[config.mk]
export PLATFORM = sky130hd
export DESIGN_NAME = nkmd_dai_rx_mc
export DESIGN_NICKNAME = d
export VERILOG_FILES = /design/src/rtl/nkmd_dai_rx_mc_pkg.sv /design/src/rtl/nkmd_dai_ring.sv /design/src/rtl/nkmd_dai_rx_mc.sv
export SDC_FILE = /design/constraint.sdc
export NUM_CORES = 2
export LEC_CHECK = 0
export CAP_MARGIN = 30
export CORE_AREA = 5 5 526 528
export DETAILED_ROUTE_END_ITERATION = 12
export DIE_AREA = 0 0 531 533
export PLACE_DENSITY_LB_ADDON = 0.3
export SLEW_MARGIN = 5
export SYNTH_ARGS = -nofsm -noshare
export SYNTH_HDL_FRONTEND = slang
export SYNTH_SLANG_ARGS = --single-unit
[constraint.sdc]
create_clock -name clk -period 7.9 [get_ports clk]
set_clock_uncertainty 0.15 [all_clocks]
set_input_delay 1.58 -clock clk [delete_from_list [all_inputs] [get_ports clk]]
set_output_delay 1.58 -clock clk [all_outputs]
set_load 0.02 [all_outputs]
[src/rtl/nkmd_dai_rx_mc_pkg.sv]
// Shared definitions for the multi-channel DAI receive ring: CPU address map
// bases and the sample-to-bus extension helper.
package nkmd_dai_rx_mc_pkg;

  localparam logic [15:0] ADDR_CNT = 16'hd000;
  localparam logic [15:0] ADDR_POP = 16'hd100;
  localparam logic [15:0] ADDR_OVF = 16'hd200;
  localparam logic [15:0] ADDR_WIN = 16'hf000;

  // raw holds the sample zero-extended; shift the sign bit to bit 31 and back
  function automatic logic [31:0] ext_sample(input logic [31:0] raw, input int width,
                                             input bit sext);
    logic [31:0] sh;
    sh = raw << (32 - width);
    return sext ? 32'($signed(sh) >>> (32 - width)) : raw;
  endfunction

endpackage

[src/rtl/nkmd_dai_ring.sv]
// One channel of the DAI receive buffer: circular RAM, read/write pointers,
// unread count and sticky overflow flag.
module nkmd_dai_ring #(
  parameter int WIDTH     = 24,
  parameter int LOG2DEPTH = 6
) (
  input  logic                 clk,
  input  logic                 rst,
  input  logic                 push,
  input  logic [WIDTH-1:0]     push_data,
  input  logic [LOG2DEPTH:0]   pop_req,
  input  logic                 ovf_clr,
  input  logic [LOG2DEPTH-1:0] rd_k,
  output logic [WIDTH-1:0]     rd_data,
  output logic [LOG2DEPTH:0]   unread,
  output logic                 ovf
);

  localparam int DEPTH = 1 << LOG2DEPTH;
  localparam logic [LOG2DEPTH:0] FULL = (LOG2DEPTH + 1)'(DEPTH);

  logic [WIDTH-1:0]     ram [DEPTH];
  logic [LOG2DEPTH-1:0] rp, wp;
  logic                 push_ok;
  logic [LOG2DEPTH:0]   pop_n;

  // fullness is judged on the pre-pop count, so a full ring drops even while popping
  assign push_ok = push && (unread != FULL);
  assign pop_n   = (pop_req > unread) ? unread : pop_req;
  assign rd_data = ram[rp + rd_k];

  always_ff @(posedge clk) begin
    if (rst) begin
      rp     <= '0;
      wp     <= '0;
      unread <= '0;
      ovf    <= 1'b0;
    end else begin
      if (push_ok) wp <= wp + 1'b1;
      rp     <= rp + pop_n[LOG2DEPTH-1:0];
      unread <= unread + {{LOG2DEPTH{1'b0}}, push_ok} - pop_n;
      if (push && !push_ok) ovf <= 1'b1;
      else if (ovf_clr)     ovf <= 1'b0;
    end
  end

  always_ff @(posedge clk) begin
    if (push_ok && !rst) ram[wp] <= push_data;
  end

endmodule

[src/rtl/nkmd_dai_rx_mc.sv]
// Multi-channel DAI receive buffer: per-channel rings exposed to the nkmd CPU
// bus as count/pop, overflow and relative-indexed window registers.
module nkmd_dai_rx_mc
  import nkmd_dai_rx_mc_pkg::*;
#(
  parameter int NCH       = 2,
  parameter int WIDTH     = 24,
  parameter int LOG2DEPTH = 6,
  parameter int SIGNEXT   = 0,
  localparam int CW       = (NCH > 1) ? $clog2(NCH) : 1
) (
  input  logic             clk,
  input  logic             rst,
  input  logic [WIDTH-1:0] rx_data_i,
  input  logic [CW-1:0]    rx_ch_i,
  input  logic             rx_ack_i,
  input  logic [31:0]      data_i,
  output logic [31:0]      data_o,
  input  logic [31:0]      addr_i,
  input  logic             we_i
);

  localparam int CHW = 12 - LOG2DEPTH;

  logic [15:0]          addr;
  logic [CHW-1:0]       win_ch;
  logic                 is_cnt, is_pop, is_ovf, is_win;
  logic [LOG2DEPTH:0]   pop_req  [NCH];
  logic [LOG2DEPTH:0]   unread   [NCH];
  logic [WIDTH-1:0]     win_data [NCH];
  logic [NCH-1:0]       ovf_v;
  logic [31:0]          rd_next;
  logic                 unused_bits;

  assign addr   = addr_i[15:0];
  assign win_ch = addr[11:LOG2DEPTH];
  assign is_cnt = (addr[15:8] == ADDR_CNT[15:8]) && (int'(addr[7:0]) < NCH);
  assign is_pop = (addr[15:8] == ADDR_POP[15:8]) && (int'(addr[7:0]) < NCH);
  assign is_ovf = (addr == ADDR_OVF);
  assign is_win = (addr[15:12] == ADDR_WIN[15:12]) && (int'(win_ch) < NCH);
  assign unused_bits = ^{addr_i[31:16], data_i};

  for (genvar g = 0; g < NCH; g++) begin : g_ch
    logic sel;
    assign sel = (addr[7:0] == 8'(g));
    assign pop_req[g] = !we_i                ? '0 :
                        (is_cnt && sel)      ? (LOG2DEPTH + 1)'(1) :
                        (is_pop && sel)      ? data_i[LOG2DEPTH:0] : '0;

    nkmd_dai_ring #(.WIDTH(WIDTH), .LOG2DEPTH(LOG2DEPTH)) u_ring (
      .clk       (clk),
      .rst       (rst),
      .push      (rx_ack_i && (rx_ch_i == CW'(g))),
      .push_data (rx_data_i),
      .pop_req   (pop_req[g]),
      .ovf_clr   (we_i && is_ovf && data_i[g]),
      .rd_k      (addr[LOG2DEPTH-1:0]),
      .rd_data   (win_data[g]),
      .unread    (unread[g]),
      .ovf       (ovf_v[g])
    );
  end

  // reads see the state before this cycle's push/pop takes effect
  always_comb begin
    rd_next = '0;
    if (is_cnt || is_pop) begin
      for (int i = 0; i < NCH; i++)
        if (addr[7:0] == 8'(i)) rd_next = 32'(unread[i]);
    end else if (is_ovf) begin
      rd_next = 32'(ovf_v);
    end else if (is_win) begin
      for (int i = 0; i < NCH; i++)
        if (win_ch == CHW'(i)) rd_next = ext_sample(32'(win_data[i]), WIDTH, SIGNEXT != 0);
    end
  end

  always_ff @(posedge clk) begin
    if (rst) data_o <= '0;
    else     data_o <= rd_next;
  end

endmodule

# Word-level counts from Yosys, hierarchy flattened
# Memory sizes are Yosys's and may differ from the RTL's.
# Cells that the tools add are included.
dict set report classes {
  reduce_logical 26
  n_lt_le_gt_ge 4
  muxes 23
  eq_ne 8
  addsub 10
  n_bitwise 1
}
# op n
set ops {}
lappend ops {{two-way mux 32 bit} 4}
lappend ops {{two-way mux 7 bit} 10}
lappend ops {{adder 6 bit} 4}
lappend ops {{two-way mux 24 bit} 1}
lappend ops {{logical AND 1 bit} 18}
lappend ops {{equality test 16 bit (second input constant)} 1}
lappend ops {{equality test 8 bit (second input constant)} 2}
lappend ops {{adder 7 x 1 -> 7 bit} 2}
lappend ops {{greater-than comparator 7 bit} 2}
lappend ops {{inequality test 7 bit (second input constant)} 2}
lappend ops {{subtractor 7 bit} 2}
lappend ops {{adder 6 x 1 -> 6 bit (second input constant)} 2}
lappend ops {{equality test 8 x 1 -> 1 bit (second input constant)} 1}
lappend ops {{logical NOT 8 bit} 1}
lappend ops {{< comparator 8 x 2 -> 1 bit (second input constant)} 1}
lappend ops {{two-way mux 1 bit} 8}
lappend ops {{equality test 6 x 1 -> 1 bit (second input constant)} 1}
lappend ops {{logical NOT 6 bit} 1}
lappend ops {{< comparator 6 x 2 -> 1 bit (second input constant)} 1}
lappend ops {{equality test 4 bit (second input constant)} 1}
lappend ops {{nonzero test 2 bit} 2}
lappend ops {{logical NOT 1 bit} 3}
lappend ops {{logical OR 1 bit} 1}
lappend ops {{inverter 1 bit} 1}
dict set report word_totals {
  register_bits 72
  wordCells 83
  ram_bits 3072
  mem_count 2
}
# memory depth word_bits read_ports rd_clocked_by_memory_dff write_ports line_no
set mem_list {}
lappend mem_list {{g_ch[0].u_ring.ram} 64 24 1 0 1 nkmd_dai_ring.sv:22} ;# logic [WIDTH-1:0] ram [DEPTH];
lappend mem_list {{g_ch[1].u_ring.ram} 64 24 1 0 1 nkmd_dai_ring.sv:22}

# Logic depth before layout (Yosys ltp)
dict set report depth {
  word_depth 9
  depth_mapped 23
}

# By module
# A second synthesis with hierarchy kept.
dict set report hier_totals {
  hier_cells 6200
  hier_area_um2 122596.3
}
# module area_each_um2 cells_each n_inst
set by_module_without_submodules {}
lappend by_module_without_submodules {{nkmd_dai_ring at g_ch[0].u_ring} 60653.2 3028 1}
lappend by_module_without_submodules {{nkmd_dai_ring at g_ch[1].u_ring} 60651.9 3028 1}
lappend by_module_without_submodules {nkmd_dai_rx_mc 1291.2 144 1}

# Least setup slack after synthesis
# OpenSTA, ideal clock, no wires.
dict set report synth_timing {
  kind {input-to-reg}
  from {input addr_i[6]}
  to {register g_ch[1].u_ring.unread[6]}
  path_buffers 1
  arrival_time_ps 6193
  stages 23
  setup_slack_ps 1426
  cell_sequence {clkbuf_1 -> nor4_1 -> and4b_1 -> nand3_1 -> nor2_1 -> ha_1 -> a21o_1 -> a21oi_1 -> nor2b_1 -> o31ai_1 -> mux2i_1 -> ha_1 -> inv_1 -> ha_1 -> inv_1 -> fa_1 -> nor2b_1 -> o21ai_0 -> a21boi_0 -> o21ai_0 -> a21boi_0 -> o21ai_0 -> nor3b_1}
}
dict set report synth_via {
  elab_chain_cells 9
  elab_cells_between_ends 12
}
# item line_no
set synth_lines {}
lappend synth_lines {{start, declared} nkmd_dai_rx_mc.sv:19} ;# input logic [31:0] addr_i,
lappend synth_lines {{< comparator 8 x 2 -> 1 bit} {nkmd_dai_rx_mc.sv:37, nkmd_dai_rx_mc.sv:38}}
lappend synth_lines {{logical AND 1 bit} nkmd_dai_rx_mc.sv:38} ;# assign is_pop = (addr[15:8] == ADDR_POP[15:8]) && (int'(addr[7:0]) < NCH);
lappend synth_lines {{logical AND 1 bit} nkmd_dai_rx_mc.sv:48} ;# (is_pop && sel) ? data_i[LOG2DEPTH:0] : '0;
lappend synth_lines {{two-way mux 7 bit} nkmd_dai_rx_mc.sv:48}
lappend synth_lines {{two-way mux 7 bit *} nkmd_dai_rx_mc.sv:47} ;# (is_cnt && sel) ? (LOG2DEPTH + 1)'(1) :
lappend synth_lines {{two-way mux 7 bit *} nkmd_dai_rx_mc.sv:46} ;# assign pop_req[g] = !we_i ? '0 :
lappend synth_lines {{greater-than comparator 7 bit} nkmd_dai_ring.sv:29} ;# assign pop_n = (pop_req > unread) ? unread : pop_req;
lappend synth_lines {{two-way mux 7 bit *} nkmd_dai_ring.sv:29}
lappend synth_lines {{subtractor 7 bit *} nkmd_dai_ring.sv:41} ;# unread <= unread + {{LOG2DEPTH{1'b0}}, push_ok} - pop_n;
lappend synth_lines {{end signal, assigned} nkmd_dai_ring.sv:41}
lappend synth_lines {{end, declared} nkmd_dai_ring.sv:15} ;# output logic [LOG2DEPTH:0] unread,
# Mark *: on every way between the ends. The rest lies on a longest branch, timed or not.
# A chain may end at the register's enable or synchronous reset.

# Worst setup path in the final report
dict set report layout_timing {
  from {input addr_i[4]}
  to {register g_ch[1].u_ring.unread[6]}
}
# Same word-level chain as after synthesis.

==> results.md <==
* Num CTS Buffers at 334
* Slew Limit Headroom at 30.2%
* Crit path DAT at 7000 ps
* Post-DP HPWL at 172 mm
* Sequential cell area at 93500 µm²
* Initial cell density of the core at 44.7%
* Xor/xnor share of the synthesized area at 0.245%
* Vias at 56550
* Placed inst area at 129000 µm²
* Pins Over Slew Limit at 0
* Overall Global Routing Usage at 21.0%
* Vias/cell at 6.02
* Clock share of power at 36.6%
* Largest family of logic cells by synthesized area: multiplexers
* Remaining global-route overflow at 0
* Compound-Gate Fraction of Synth Area at 0.727%
* Hold path start: g_ch[0].u_ring.ovf$_SDFFE_PP0P_
* Area growth syn-to-layout at 14.9%
* Post-CTS Setup Repair Bufs at 0
* Mapped Cells at 5135
* Setup_tns at 0 ps
* RSZ-0062 raised after global routing: no
* Synth Cell Area at 122000 µm²
* Multi-input logic area at 27300 µm²
* Worst Hold Depth at 2
* Final non-filler cell area at 140000 µm²
* Number of detailed-route iterations in the first pass at 5
* Final setup fails at 0
* Synth Area in Adders at 0.717%
* Min Clock Period, post-route at 6310 ps
* First-pass GRT wire length at 425 mm
* Layout cells sized above 1 at 31.8%
* Initial antenna violation count at 20
* Yosys reg bits at 3136
* Switching power of the nets at 0.0105 W
* Setup crit end kind: flop
* Final #Nets at 5711
* Distinct cells, synth at 57
* Int Pwr at 0.0304 W
* Port-buffer cells at 75
* Top FF cell, synth: edfxtp_1
* Setup CP Type: in2reg
* Fin crit share at 79.9%
* F_max at 0.158 GHz
* Sequential fraction of the synthesis area at 77.0%
* Final Non-Filler Cells at 9391
* Row cnt at 192
* R2R Setup Slk at 2990 ps
* Yosys Warn Count at 0
* Sink Count at 3136
* Post-synthesis mux area share at 18.7%
* Reg2reg start: g_ch[0].u_ring.rp[0]$_SDFF_PP0_
* Clock Tree Root: clkbuf_16
* Share of the synthesized area in the top cell type at 75.9%
* I/O pins at 125
* WL final at 298 mm
* Synth Area in Simple Gates at 1.41%
* Final Power at 0.0409 W
* CTS Buffer Depth at 4
* Type of the worst min-delay path: reg2reg
* Vias in the first global route at 57783
* Final Hold Viols at 0
* Worst setup margin at 1590 ps
* Pre-CTS setup slack at 686 ps
* Cells after DPL at 8804
* Crit path max fanout at 8
* Post-CTS resize count at 0
* Worst hold path endpoint: g_ch[0].u_ring.ovf$_SDFFE_PP0P_
* CTS H-tree depth at 5
* Post-route ant nets at 0
* CTS tree: done
* Outcome: completed
* Comb pwr share at 18.5%
* Max Cap Viol at 0
* Reg2Reg Depth at 10
* P_leak at 43.6 nW
* Syn_area_per_cell at 23.7 µm²
* Pwr dens at 293 nW/µm²
* DRC violation total after the first TritonRoute iteration at 7010
* Ys async rst share at 0%
* Later-pin clock latency in the skew report at 970 ps
* Seq pwr share at 44.9%
* Dominant cell type by area after synthesis: edfxtp_1
* Total core area at 272000 µm²
* Startpoint types: input port
* Largest cells by area after synthesis: edfxtp_1 (76%), mux4_2 (18%), dfxtp_1 (1.1%)
* Residual DRC at 0
* Die height at 533 µm
* Reg clk slew, reported paths at 60 ps
* Routed len/inst at 31.7 µm
* Worst Max-Slew Pin Slew at 1040 ps
* Die X at 531 µm
* Hold Buf Count CTS at 0
* Die area at 283000 µm²
* Switching Fraction at 25.7%
* Fill count at 20831
* Critical Path RT at 8590 ps
* RePlAce Congestion at 0.803
* Pin count of the biggest net entering global routing at 91
* Max IR drop VDD at 0.262 mV
* R2r endpoint: data_o[10]$_SDFF_PP0_
* Post-synth EDFFs at 3072
## metrics by stage
step | hold WS, ps | util (%)
finish | 363 | 51.3
global route | 386 | 51.3
CTS | 347 | 51.3
detailed placement | 334 | 47.5
global placement | 322 | 47.1
floorplan | 304 | -
## critical path: stages
cell,delay (ps)
clkdlybuf4s50_1,540
nor4_1,520
and4b_1,300
nand3_1,260
nor2_1,250
ha_1,270
nor2b_1,130
o21ai_0,180
a21oi_1,120
o31ai_1,340
mux2i_1,330
ha_1,280
inv_1,60
ha_1,160
inv_1,70
fa_1,440
nor2b_1,150
o21ai_0,110
a21boi_0,250
o21ai_0,140
a21boi_0,230
o21ai_0,110
nor3b_1,140
## cell usage after synthesis, types with 10 or more instances
cell / instances
edfxtp_1: 3072
mux4_2: 955
nor2_1: 187
clkbuf_1: 122
mux2i_1: 115
buf_2: 81
nand2_1: 77
dfxtp_1: 64
ha_1: 60
inv_1: 48
buf_4: 30
a21oi_1: 29
nor2b_1: 27
buf_1: 26
o21ai_0: 26
xor2_1: 18
a32o_1: 17
xnor2_1: 16
a21o_1: 15
nor3_1: 14
nand3_1: 13
nand4_1: 12
buf_6: 11
nand3b_1: 10
## layer usage
| metal | track usage [%] | share of wire, % | vias to the layer above |
|---|---|---|---|
| met5 | 0 | 0.032 | - |
| met4 | 5.41 | 2.5 | 16 |
| li1 | - | - | 22800 |
| met1 | 30.4 | 40 | 30679 |
| met2 | 32.4 | 47 | 2665 |
| met3 | 5.08 | 9.9 | 390 |
## power by group through the flow
stage	Combinational [W]	Sequential (W)	Clock, W
after floorplan	0.00474	0.0187	0
after global placement	0.00758	0.0187	0
after detailed placement	0.00765	0.0187	0
after CTS	0.00767	0.0184	0.0152
after global routing	0.00801	0.0184	0.0160
final	0.00757	0.0184	0.0150
## worst max-delay path by stage
| stage | start | end | slack [ps] | cells after the start |
|---|---|---|---|---|
| after floorplan | addr_i[6] | g_ch[1].u_ring.unread[6]$_SDFF_PP0_ | 1430 | 23 |
| after global placement | addr_i[5] | g_ch[1].u_ring.unread[6]$_SDFF_PP0_ | 720 | 23 |
| after detailed placement | addr_i[4] | g_ch[1].u_ring.unread[6]$_SDFF_PP0_ | 690 | 23 |
| after CTS | addr_i[4] | g_ch[1].u_ring.unread[6]$_SDFF_PP0_ | 1720 | 23 |
| after global routing | addr_i[4] | g_ch[1].u_ring.unread[6]$_SDFF_PP0_ | 1170 | 24 |
| final | addr_i[4] | g_ch[1].u_ring.unread[6]$_SDFF_PP0_ | 1590 | 23 |
## area by class of cell
type | instances | area share [%]
timing repair buffer | 345 | 2.69
clock buffer | 422 | 6.34
clock inverter | 158 | 1.08
multi-input combinational | 1687 | 19.5
tap | 3589 | 3.22
sequential | 3136 | 67.0
antenna | 6 | 0.0108
inverter | 48 | 0.129
## kinds of logic after synthesis
| family | after synthesis |
|---|---|
| buffers and inverters | 319 |
| other | 1 |
| AND/OR/NAND/NOR | 378 |
| AO/OA/AOI/OAI | 126 |
| flip-flops | 3136 |
| multiplexers | 1075 |
| adder cells (fa/ha/maj) | 66 |
| XOR/XNOR | 34 |
## sequential cells by signal, summed over array words and instances (netlist names)
signal              flops
g_ch.u_ring.rp         12
g_ch.u_ring.wp         12
g_ch.u_ring.unread     14
g_ch.u_ring.ram      3072
g_ch.u_ring.ovf         2
data_o                 24
## placed cells by master (no fill, tap or decap), drive strengths merged, types with 26 or more instances in the layout
master,n
edfxtp,3072
nor2,187
a21oi,29
mux2i,115
clkbuf,422
mux4,956
ha,60
o21ai,26
inv,55
clkinv,112
bufinv,28
buf,295
nand2,77
dfxtp,64
clkdlybuf4s50,50
nor2b,27
Note: power is estimated with default switching activity, not from simulation.
